[src/rtl/fetch_pkg.sv]
// Shared types and constants for the fetch sequencer: FSM states, widths,
// default reset PC / halt sentinel and the beq offset helper.
package fetch_pkg;

  localparam int PC_W    = 30;
  localparam int INSTR_W = 32;

  localparam logic [PC_W-1:0]    RESET_PC_DEF  = '0;
  localparam logic [INSTR_W-1:0] HALT_WORD_DEF = 32'hffff_ffff;

  typedef enum logic [1:0] {
    LOAD = 2'd0,
    IDLE = 2'd1,
    RUN  = 2'd2,
    HALT = 2'd3
  } fetch_state_e;

  // beq immediate is a signed word offset relative to pc + 1
  function automatic logic [PC_W-1:0] branch_off(input logic [INSTR_W-1:0] instr);
    return {{(PC_W-16){instr[15]}}, instr[15:0]};
  endfunction

endpackage

[src/rtl/fetch_seq_imem_ram.sv]
// Instruction memory: one synchronous write port, one asynchronous read port.
// Contents are deliberately not reset so a program survives a core reset.
module imem_ram #(
  parameter int DEPTH_LOG2 = 5,
  parameter int WIDTH      = 32
) (
  input  logic                  Clk,
  input  logic                  wr_en,
  input  logic [DEPTH_LOG2-1:0] wr_addr,
  input  logic [WIDTH-1:0]      wr_data,
  input  logic [DEPTH_LOG2-1:0] rd_addr,
  output logic [WIDTH-1:0]      rd_data
);

  logic [WIDTH-1:0] mem [2**DEPTH_LOG2];

  always_ff @(posedge Clk) begin
    if (wr_en) mem[wr_addr] <= wr_data;
  end

  assign rd_data = mem[rd_addr];

endmodule

[src/rtl/fetch_seq.sv]
// Fetch sequencer: loads a program image over valid/ready, then walks the
// word PC each cycle (sequential or beq-taken) until the halt sentinel.
module fetch_seq
  import fetch_pkg::*;
#(
  parameter int                 DEPTH_LOG2 = 5,
  parameter logic [PC_W-1:0]    RESET_PC   = RESET_PC_DEF,
  parameter logic [INSTR_W-1:0] HALT_WORD  = HALT_WORD_DEF
) (
  input  logic                  Clk,
  input  logic                  Reset,
  input  logic                  ld_valid,
  output logic                  ld_ready,
  input  logic [DEPTH_LOG2-1:0] ld_addr,
  input  logic [INSTR_W-1:0]    ld_data,
  input  logic                  ld_last,
  input  logic                  run,
  input  logic                  IfBeq,
  input  logic                  Zero,
  input  logic                  stall,
  output logic [INSTR_W-1:0]    Instr,
  output logic                  instr_valid,
  output logic [PC_W-1:0]       pc,
  output logic                  halted
);

  fetch_state_e          state_reg, state_next;
  logic [PC_W-1:0]       pc_reg, pc_next;
  logic                  ld_fire;

  assign ld_fire = ld_valid & ld_ready;
  assign pc      = pc_reg;

  imem_ram #(
    .DEPTH_LOG2 (DEPTH_LOG2),
    .WIDTH      (INSTR_W)
  ) u_imem (
    .Clk     (Clk),
    .wr_en   (ld_fire),
    .wr_addr (ld_addr),
    .wr_data (ld_data),
    .rd_addr (pc_reg[DEPTH_LOG2-1:0]),
    .rd_data (Instr)
  );

  always_ff @(posedge Clk or negedge Reset) begin
    if (!Reset) begin
      state_reg <= LOAD;
      pc_reg    <= RESET_PC;
    end else begin
      state_reg <= state_next;
      pc_reg    <= pc_next;
    end
  end

  always_comb begin
    state_next = state_reg;
    pc_next    = pc_reg;
    case (state_reg)
      LOAD: begin
        if (ld_fire && ld_last) begin
          state_next = IDLE;
          pc_next    = RESET_PC;
        end
      end
      IDLE, HALT: begin
        // A loader beat always beats run; HALT only leaves via a reload
        if (ld_fire) begin
          state_next = ld_last ? IDLE : LOAD;
          if (ld_last) pc_next = RESET_PC;
        end else if (run && state_reg == IDLE) begin
          state_next = RUN;
        end
      end
      RUN: begin
        if (!stall) begin
          if (Instr == HALT_WORD) begin
            state_next = HALT;
          end else begin
            pc_next = pc_reg + PC_W'(1) + ((IfBeq && Zero) ? branch_off(Instr) : '0);
          end
        end
      end
      default: state_next = LOAD;
    endcase
  end

  always_comb begin
    ld_ready    = 1'b1;
    instr_valid = 1'b0;
    halted      = 1'b0;
    case (state_reg)
      RUN: begin
        ld_ready    = 1'b0;
        instr_valid = 1'b1;
      end
      HALT:    halted = 1'b1;
      default: ;
    endcase
  end

endmodule

[config.mk]
export PLATFORM = sky130hd
export DESIGN_NAME = fetch_seq
export DESIGN_NICKNAME = d
export VERILOG_FILES = /design/src/rtl/fetch_pkg.sv /design/src/rtl/fetch_seq_imem_ram.sv /design/src/rtl/fetch_seq.sv
export SDC_FILE = /design/constraint.sdc
export NUM_CORES = 1
export LEC_CHECK = 0
export CAP_MARGIN = 15
export CORE_MARGIN = 3
export CORE_UTILIZATION = 25
export CTS_CLUSTER_DIAMETER = 50
export DETAILED_ROUTE_END_ITERATION = 10
export GPL_ROUTABILITY_DRIVEN = 0
export HOLD_SLACK_MARGIN = 0.03
export PLACE_DENSITY = 0.4
export SLEW_MARGIN = 30
export SYNTH_ARGS = -nofsm -noshare
export SYNTH_HDL_FRONTEND = slang
export SYNTH_SLANG_ARGS = --single-unit
[constraint.sdc]
create_clock -name Clk -period 9 [get_ports Clk]
set_input_delay 0.9 -clock Clk [delete_from_list [all_inputs] [get_ports Clk]]
set_output_delay 0.9 -clock Clk [all_outputs]
set_load 0.02 [all_outputs]
==> results.sh, run 1 <==
export IMPL_track_usage_pct=14.5
export IMPL_synth_warnings=0
export IMPL_whs_ns=0.512
export IMPL_wl_per_cell_um=27.9
export IMPL_seq_area_frac_synth_pct=75.2
export IMPL_rsz0062_at_grt="false"
export IMPL_synth_seq_cells=1056
export IMPL_path_delay_family="compound AO/OA/AOI/OAI gates"
export IMPL_worstSetupEndpointType="flop"
export IMPL_cts_sinks=1056
export IMPL_powerDensity_nw_per_um2=288
export IMPL_overflow=0
export IMPL_ant_nets=0
export IMPL_post_dp_hpwl_mm=71.0
export IMPL_cpMostUsedCell="a2111oi_0"
export IMPL_largest_reg_flops=1024
export IMPL_first_pass_iters=5
export IMPL_finalSetupTns_ns=0
export IMPL_cts_buffer_depth=3
export IMPL_nNetsFinal=2304
export IMPL_synth_most_common_cell="edfxtp_1"
export IMPL_ios=110
export IMPL_antenna_found_initial=14
export IMPL_finalWirelength_mm=126
export IMPL_cts_tree="done"
export IMPL_maxSlewViolCount=0
export IMPL_clk_latency_ns=0.73
export IMPL_max_freq_mhz=171
export IMPL_io_buffers=109
export IMPL_criticalPathCategory="flop to flop"
export IMPL_status="completed"
export IMPL_clock_skew_ns=0.0234
export IMPL_die_y_um=416
export IMPL_vias=21319
export IMPL_ys_types=62
export IMPL_synth_area_leaders="edfxtp_1, mux4_2, dfrtp_1"
export IMPL_die_x_um=416
export IMPL_seqCellArea_um2=31600
export IMPL_worst_ep_arrival_time_ns=6.50
export IMPL_ir_drop_mv=0.136
export IMPL_power_mw=14.5
export IMPL_cap_viol_max_count=0
export IMPL_finalSetupViolCount=0
export IMPL_core_rowCount=149
export IMPL_hold_viol=0
export IMPL_tightest_slew_ns=1.02
export IMPL_synthFlopType="edfxtp_1"
export IMPL_first_iter_violations=1920
export IMPL_period_needed_ns=5.86
export IMPL_cp_slowest_cell="dfrtp_4"
export IMPL_min_period_over_period_pct=65.1
export IMPL_synth_common_cells="edfxtp_1, mux4_2, a22oi_1, nor2_1, nand2_1"
export IMPL_drc=0
export IMPL_first_global_vias=22372
export IMPL_dieArea_um2=173000
export IMPL_yosys_area_top_type_share_pct=73.2
export IMPL_critPathBufInv=1
export IMPL_layout_drive_gt1_share_pct=26.6
export IMPL_final_util_pct=30.4
export IMPL_slew_headroom_pct=30.3
export IMPL_synth_edf_count=1024
export IMPL_synth_area_um2=42000
export IMPL_async_reset_ff_share_pct=3.03
export IMPL_start_util_pct=25.3
export IMPL_syn_inst=2022
export IMPL_path_clk_slew_ns=0.05
export IMPL_holdBufCountCts=0
export IMPL_crit_path_max_fanout=98
export IMPL_core_area_um2=166000
export IMPL_start_kind="flop"
export IMPL_htree_levels=4
export IMPL_vias_per_cell=4.71
export IMPL_cts_resized_gates=0
export IMPL_syn_avg_cell_area_um2=20.8
export IMPL_cpPeakStageDelay_ns=0.74
export IMPL_power_leakage_nw=15.7
export IMPL_fillers=16053
export IMPL_multiInputGateArea_um2=10000
export IMPL_synth_nets=2097
export IMPL_postCtsSetupBuffers=0
export IMPL_cts_inserted_buffers=137
export IMPL_hold_class="flop to flop"
export IMPL_worst_ep_required_time_ns=9.65
export IMPL_grt_pass1_wl_mm=177
export IMPL_yosysTopAreaCell="edfxtp_1"
export IMPL_area_growth_pct=20.0
export IMPL_grt_max_degree=99
export IMPL_root_buffer="clkbuf_16"
export IMPL_path_cells="buf_12, mux4_2, a22oi_1, nand4_1, nor2b_1, ha_1, a2111oi_0, nand3_1, a41oi_1, o221a_2, o211ai_1, a2111oi_0, a311oi_1, o21ai_0"
[where the power goes]
group	leakage (nW)	switching [mW]	total (mW)	internal, mW
Clock	2.18	2.08	5.33	3.25
Sequential	9.65	0.122	5.61	5.49
Combinational	3.83	2.11	3.58	1.47
Total	15.7	4.31	14.5	10.2
[final cells by class]
type	count	share of cell area (%)
Antenna cell	3	0.0149
Clock buffer	169	7.32
Clock inverter	75	1.53
Inverter	15	0.112
Multi-Input combinational cell	850	19.9
Sequential cell	1056	62.7
Tap cell	2189	5.44
Timing Repair Buffer	169	3.00
[stage by stage]
step | cell area, µm² | setup WS [ns] | cells
3_3_place_gp | 46000 | 3.03 | 4275
2_1_floorplan | 42000 | 4.25 | 2022
3_5_place_dp | 46000 | 3.07 | 4277
4_1_cts | 50400 | 3.04 | 4521
5_1_grt | 50400 | 2.70 | 4523
6_report | 50400 | 3.14 | 4526
[kinds of logic after synthesis]
group	count (synthesis)	synth area share [%]
XOR/XNOR	18	0.376
AND/OR/NAND/NOR	277	3.40
flip-flops	1056	75.2
buffers and inverters	116	1.57
multiplexers	307	14.8
AO/OA/AOI/OAI	218	3.75
adder cells (fa/ha/maj)	30	0.912
[cell usage in the layout, fill, tap and decap left out, types with 6 or more instances in the layout]
| master | n |
|---|---|
| nand2b_1 | 11 |
| a21o_1 | 16 |
| buf_2 | 31 |
| clkinv_2 | 20 |
| a21oi_1 | 24 |
| a211oi_1 | 7 |
| nand3_1 | 47 |
| clkbuf_1 | 25 |
| nor3_1 | 18 |
| bufinv_16 | 11 |
| clkdlybuf4s50_1 | 78 |
| and3_1 | 7 |
| a22oi_1 | 91 |
| inv_1 | 15 |
| o31ai_1 | 7 |
| dfrtp_1 | 27 |
| edfxtp_1 | 1024 |
| nand4_1 | 25 |
| o21a_1 | 6 |
| nor2b_1 | 18 |
| clkinv_1 | 15 |
| mux2_2 | 24 |
| nor2_4 | 32 |
| nand3b_1 | 6 |
| o21ai_0 | 25 |
| clkbuf_16 | 143 |
| xor2_1 | 10 |
| buf_12 | 6 |
| inv_6 | 13 |
| o211ai_1 | 6 |
| ha_1 | 29 |
| mux4_2 | 250 |
| nor2_1 | 27 |
| nand2_1 | 53 |
| xnor2_1 | 8 |
| buf_4 | 50 |
| mux2i_1 | 33 |
| and2_1 | 6 |
[path summary, 6_finish.rpt]
path	startpoint	endpoint	slack (ns)	cells past startpoint
min in group asynchronous	Reset	pc[20]$_DFFE_PN0P_	0.62	2
min reg2reg	state_reg[0]$_DFFE_PN0P_	flop	0.51	1
max	pc[2]$_DFFE_PN0P_	pc[28]$_DFFE_PN0P_	3.14	14
max reg2reg	pc[2]$_DFFE_PN0P_	pc[28]$_DFFE_PN0P_	3.14	14
min	state_reg[0]$_DFFE_PN0P_	flop	0.51	1
max in group asynchronous	Reset	pc[1]$_DFFE_PN0P_	7.99	2
[routing by layer]
| layer | part of all wire [%] | GRT usage, % |
|---|---|---|
| met5 | 0.038 | 0 |
| met3 | 4.9 | 3.19 |
| met2 | 48 | 23.5 |
| met1 | 44 | 19.4 |
| met4 | 2.6 | 4.39 |
Note: power is estimated with default switching activity, not from simulation.
==> run 2, diff against run 1 <==
clock period = 6 ns   (was 9 ns; I/O delays follow)
==> results.sh, run 2 (synthesis results as in run 1) <==
export IMPL_status="completed"
export IMPL_cts_resized_gates=0
export IMPL_critPathBufInv=4
export IMPL_track_usage_pct=14.6
export IMPL_whs_ns=0.271
export IMPL_core_area_um2=166000
export IMPL_first_pass_iters=5
export IMPL_path_cells="buf_12, buf_4, buf_4, mux4_2, mux2_2, nand2_1, nand4_1, clkdlybuf4s50_1"
export IMPL_r2r_start="pc[4]$_DFFE_PN0P_"
export IMPL_cp_slowest_cell="clkdlybuf4s50_1"
export IMPL_worst_ep_arrival_time_ns=4.63
export IMPL_design_area_um2=50900
export IMPL_ant_nets=0
export IMPL_netSwitchingPower_mw=6.76
export IMPL_swShare_pct=30.2
export IMPL_hold_viol=0
export IMPL_die_y_um=416
export IMPL_ios=110
export IMPL_clock_skew_ns=0.0485
export IMPL_grt_pass1_wl_mm=178
export IMPL_grt_max_degree=83
export IMPL_die_x_um=416
export IMPL_overflow=0
export IMPL_start_kind="flop"
export IMPL_first_iter_violations=1994
export IMPL_internal_power_mw=15.6
export IMPL_final_cell_mix="edfxtp_1, mux4_2, clkbuf_16"
export IMPL_max_freq_mhz=191
export IMPL_path_clk_slew_ns=0.06
export IMPL_layout_drive_gt1_share_pct=27.8
export IMPL_slew_headroom_pct=31.6
export IMPL_hold_class="input port to async pin"
export IMPL_cap_viol_max_count=0
export IMPL_min_period_over_period_pct=87.2
export IMPL_drc=0
export IMPL_finalSetupViolCount=0
export IMPL_maxSlewViolCount=0
export IMPL_htree_levels=4
export IMPL_vias_per_cell=4.71
export IMPL_holdBufCountCts=0
export IMPL_largest_reg_flops=1024
export IMPL_start_util_pct=25.3
export IMPL_cts_tree="done"
export IMPL_ir_drop_mv=0.211
export IMPL_rsz0062_at_grt="false"
export IMPL_dpl_instance_area_um2=46300
export IMPL_cts_buffer_depth=3
export IMPL_io_buffers=109
export IMPL_finalWirelength_mm=127
export IMPL_wl_per_cell_um=27.7
export IMPL_criticalPathCategory="flop to primary output"
export IMPL_startpoint="pc[0]$_DFFE_PN0P_"
export IMPL_period_needed_ns=5.23
export IMPL_p_comb_share_pct=24.5
export IMPL_worst_ep_required_time_ns=5.40
export IMPL_crit_path_max_fanout=27
export IMPL_power_leakage_nw=16.0
export IMPL_dieArea_um2=173000
export IMPL_first_global_vias=22654
export IMPL_finalSetupTns_ns=0
export IMPL_fin_cells=4572
export IMPL_core_rowCount=149
export IMPL_mostFrequentLayoutCell="edfxtp_1"
export IMPL_vias=21514
export IMPL_post_dp_hpwl_mm=75.0
export IMPL_clk_latency_ns=0.78
export IMPL_postCtsSetupBuffers=0
export IMPL_tightest_slew_ns=1.02
export IMPL_cts_inserted_buffers=141
export IMPL_cts_sinks=1056
export IMPL_dp_cells=4313
export IMPL_root_buffer="clkbuf_16"
export IMPL_powerDensity_nw_per_um2=439
export IMPL_power_frac_seq_pct=37.5
export IMPL_path_delay_family="buffers and inverters"
export IMPL_p_clk_share_pct=38.0
export IMPL_area_growth_pct=21.3
export IMPL_worstSetupEndpointType="primary output"
export IMPL_nNetsFinal=2342
export IMPL_antenna_found_initial=11
export IMPL_cpPeakStageDelay_ns=0.74
export IMPL_cpMostUsedCell="buf_4"
[run 2: changes by cell type in the layout (fill, tap and decap cells not counted), sizes merged]
| cell | previous run | this run |
|---|---|---|
| buf | 91 | 124 |
| clkinv | 42 | 54 |
| bufinv | 11 | 15 |
| clkbuf | 169 | 160 |
| diode | 3 | 2 |
| inv | 33 | 35 |
| clkdlybuf4s50 | 78 | 79 |
| clkinvlp | 4 | 8 |
[run 2: area by class of cell]
cell class	instances	area (µm²)
sequential	1056	31600
timing repair buffer	203	1770
tap	2189	2740
fill	16016	115000
multi-input combinational	850	10000
clock inverter	97	1150
antenna	2	5.00
inverter	15	56.3
clock buffer	160	3640
[run 2: final timing paths]
kind / end / cells after the start / slack [ns]
max: Instr[16] / 8 / 0.77
min: pc[27]$_DFFE_PN0P_ / 2 / 0.27
max reg2reg: pc[28]$_DFFE_PN0P_ / 17 / 0.83
min reg2reg: flop / 1 / 0.54
max in group asynchronous: pc[1]$_DFFE_PN0P_ / 2 / 5.30
min in group Clk: u_imem.mem[16][18]$_DFFE_PP_ / 1 / 0.32
[run 2: worst register-to-register path, stage by stage (launching register included)]
cell,delay [ns]
dfrtp_2,0.61
nor2_1,0.77
buf_4,0.38
a22oi_1,0.14
nand2_1,0.11
mux2_2,0.18
nand3_1,0.19
ha_1,0.30
fa_1,0.44
nor2b_1,0.20
o2111ai_1,0.18
nand3_1,0.18
a41oi_1,0.25
o221a_2,0.38
o211ai_1,0.23
a2111oi_0,0.13
a311oi_1,0.29
o21ai_0,0.11
[run 2: routing by layer]
metal  vias up  GRT usage, %  share of wire, %
li1       9062             -                 -
met1     11665          19.4                44
met2       569          23.7                48
met3       214          2.92               4.7
met4         4          5.02               3.0
met5         -             0             0.021
[run 2: power groups by stage]
| stage | logic, mW | clock network [mW] | registers, mW |
|---|---|---|---|
| floorplan | 3.32 | 0 | 8.50 |
| global placement | 5.63 | 0 | 8.54 |
| detailed placement | 5.64 | 0 | 8.54 |
| CTS | 5.67 | 8.71 | 8.39 |
| global route | 5.87 | 9.03 | 8.40 |
| finish | 5.48 | 8.49 | 8.38 |
[run 2: stage by stage]
step	power, mW	util [%]	setup WS, ns
6_report	22.3	30.7	0.769
5_1_grt	23.3	30.7	0.488
4_1_cts	22.8	30.8	0.534
3_5_place_dp	14.2	27.9	0.815
3_3_place_gp	14.2	27.9	0.790
2_1_floorplan	11.8	-	1.25
==> run 3, diff against run 2 <==
SYNTH_HIERARCHICAL = 1   (was default)
==> results.sh, run 3 <==
export IMPL_syn_avg_cell_area_um2=16.3
export IMPL_grt_pass1_wl_mm=189
export IMPL_dpl_instance_area_um2=47500
export IMPL_period_needed_ns=5.18
export IMPL_synthFlopType="edfxtp_1"
export IMPL_seqCellArea_um2=31600
export IMPL_cap_viol_max_count=0
export IMPL_slew_headroom_pct=33.1
export IMPL_min_period_over_period_pct=86.4
export IMPL_crit_path_max_fanout=43
export IMPL_cts_inserted_buffers=136
export IMPL_preCtsSetupSlack_ns=0.838
export IMPL_dieArea_um2=178000
export IMPL_cts_sinks=1056
export IMPL_die_y_um=422
export IMPL_layout_drive_gt1_share_pct=14.0
export IMPL_overflow=0
export IMPL_synth_seq_cells=1056
export IMPL_dp_cells=5010
export IMPL_nNetsFinal=2917
export IMPL_finalWirelength_mm=134
export IMPL_path_delay_family="simple AND/OR/NAND/NOR gates"
export IMPL_cts_tree="done"
export IMPL_synth_most_common_cell="edfxtp_1"
export IMPL_fillers=16824
export IMPL_holdBufCountCts=0
export IMPL_vias_per_cell=4.69
export IMPL_start_util_pct=25.3
export IMPL_fin_ws_ns=0.817
export IMPL_postCtsSetupBuffers=0
export IMPL_worst_ep_arrival_time_ns=5.79
export IMPL_antenna_found_initial=14
export IMPL_vias=24671
export IMPL_cpPeakStageDelay_ns=0.83
export IMPL_clock_skew_ns=0.0366
export IMPL_criticalPathCategory="flop to flop"
export IMPL_io_buffers=109
export IMPL_first_global_vias=25148
export IMPL_final_cell_mix="edfxtp_1, mux2i_1, nand2_1"
export IMPL_wl_per_cell_um=25.4
export IMPL_hold_class="input port to async pin"
export IMPL_first_iter_violations=1912
export IMPL_area_growth_pct=20.7
export IMPL_seq_area_frac_synth_pct=73.1
export IMPL_powerDensity_nw_per_um2=477
export IMPL_max_freq_mhz=193
export IMPL_track_usage_pct=14.8
export IMPL_critPathBufInv=4
export IMPL_largest_reg_flops=1024
export IMPL_hold_viol=0
export IMPL_design_area_um2=52100
export IMPL_syn_inst=2644
export IMPL_finalSetupTns_ns=0
export IMPL_power_leakage_nw=16.9
export IMPL_die_x_um=422
export IMPL_cts_resized_gates=0
export IMPL_path_cells="buf_12, buf_4, mux2i_1, a22oi_1, nand3_1, nand3_1, nand4_1, nor4_2, buf_4, a211oi_2, buf_4, and3_1, mux2i_1, o311ai_0"
export IMPL_first_pass_iters=5
export IMPL_mostFrequentLayoutCell="edfxtp_1"
export IMPL_finalSetupViolCount=0
export IMPL_fin_cells=5261
export IMPL_synth_common_cells="edfxtp_1, mux2i_1, nand2_1, nand3_1, a21oi_1"
export IMPL_ant_nets=0
export IMPL_synth_edf_count=1024
export IMPL_maxSlewViolCount=0
export IMPL_root_buffer="clkbuf_16"
export IMPL_ios=110
export IMPL_ys_types=80
export IMPL_start_kind="flop"
export IMPL_path_clk_slew_ns=0.05
export IMPL_cp_slowest_cell="dfrtp_4"
export IMPL_async_reset_ff_share_pct=3.03
export IMPL_cpMostUsedCell="buf_4"
export IMPL_yosys_area_top_type_share_pct=71.2
export IMPL_drc=0
export IMPL_grt_max_degree=52
export IMPL_status="completed"
export IMPL_post_dp_hpwl_mm=77.6
export IMPL_tightest_slew_ns=1.00
export IMPL_synth_area_leaders="edfxtp_1, mux2i_1, dfrtp_1"
export IMPL_ir_drop_mv=0.217
export IMPL_synth_area_um2=43200
export IMPL_synth_warnings=6
export IMPL_final_util_pct=30.6
export IMPL_worstSetupEndpointType="flop"
export IMPL_clk_latency_ns=0.76
export IMPL_worst_ep_required_time_ns=6.61
export IMPL_synth_nets=2707
export IMPL_multiInputGateArea_um2=10900
export IMPL_cts_buffer_depth=3
export IMPL_core_area_um2=170000
export IMPL_yosysTopAreaCell="edfxtp_1"
export IMPL_htree_levels=4
export IMPL_core_rowCount=151
export IMPL_rsz0062_at_grt="false"
-- run 3: cell count changes after synthesis, moves of 13 or more --
cell,previous run,this run
a21o_1,16,3
a21oi_1,24,122
a22o_1,1,66
a31oi_1,3,39
buf_4,17,35
clkbuf_1,28,59
mux2_2,24,1
mux2i_1,33,521
mux4_2,250,0
nand2_1,53,144
nand3_1,47,126
nor2b_1,20,1
nor3_1,19,47
-- run 3: metrics by stage --
stage | hold WS, ns | power (mW)
floorplan | 0.304 | 13.2
global placement | 0.522 | 16.9
detailed placement | 0.552 | 16.9
CTS | 0.248 | 25.2
global route | 0.293 | 26.0
finish | 0.293 | 24.8
-- run 3: cell type report --
class | count | share of cell area [%]
flip-flops and latches | 1056 | 60.6
diodes | 2 | 0.00960
clock inverters | 90 | 2.17
inverters | 16 | 0.115
repair buffers | 222 | 3.93
clock buffers | 158 | 6.77
multi-input cells | 1422 | 20.9
well taps | 2295 | 5.51
-- run 3: cells by family (layout without fill, tap and decap cells) --
family | Yosys count | in the layout | synth area share (%)
flops | 1056 | 1056 | 73.1
other cells | 0 | 2 | 0
simple gates | 456 | 456 | 5.08
compound gates | 413 | 413 | 6.65
mux | 522 | 522 | 12.1
buf+inv | 166 | 486 | 2.27
fa+ha+maj | 18 | 18 | 0.539
xor+xnor | 13 | 13 | 0.264
-- run 3: final timing paths --
kind	start	endpoint	slack [ns]	cells after the start
worst max-delay path	pc[0]$_DFFE_PN0P_	pc[13]$_DFFE_PN0P_	0.82	14
worst min-delay path	Reset	pc[21]$_DFFE_PN0P_	0.29	2
worst max register to register	pc[0]$_DFFE_PN0P_	pc[13]$_DFFE_PN0P_	0.82	14
worst min register to register	pc[29]$_DFFE_PN0P_	pc[29]$_DFFE_PN0P_	0.56	1
max in group asynchronous	Reset	pc[0]$_DFFE_PN0P_	5.32	2
min in group Clk	ld_data[13]	u_imem/mem[0][13]$_DFFE_PP_	0.32	1
-- run 3: layer usage --
layer / vias to the layer above / share of wire, % / global-route usage [%]
li1: 10928 / - / -
met1: 12894 / 45 / 19.5
met2: 634 / 49 / 24.7
met3: 213 / 4.0 / 2.51
met4: 2 / 2.8 / 4.75
met5: - / 0.0082 / 0
-- run 3: where the power goes --
group	internal, mW	total [mW]	switching, mW
sequential	8.25	8.50	0.250
combinational	2.86	8.09	5.23
clock	4.96	8.25	3.30
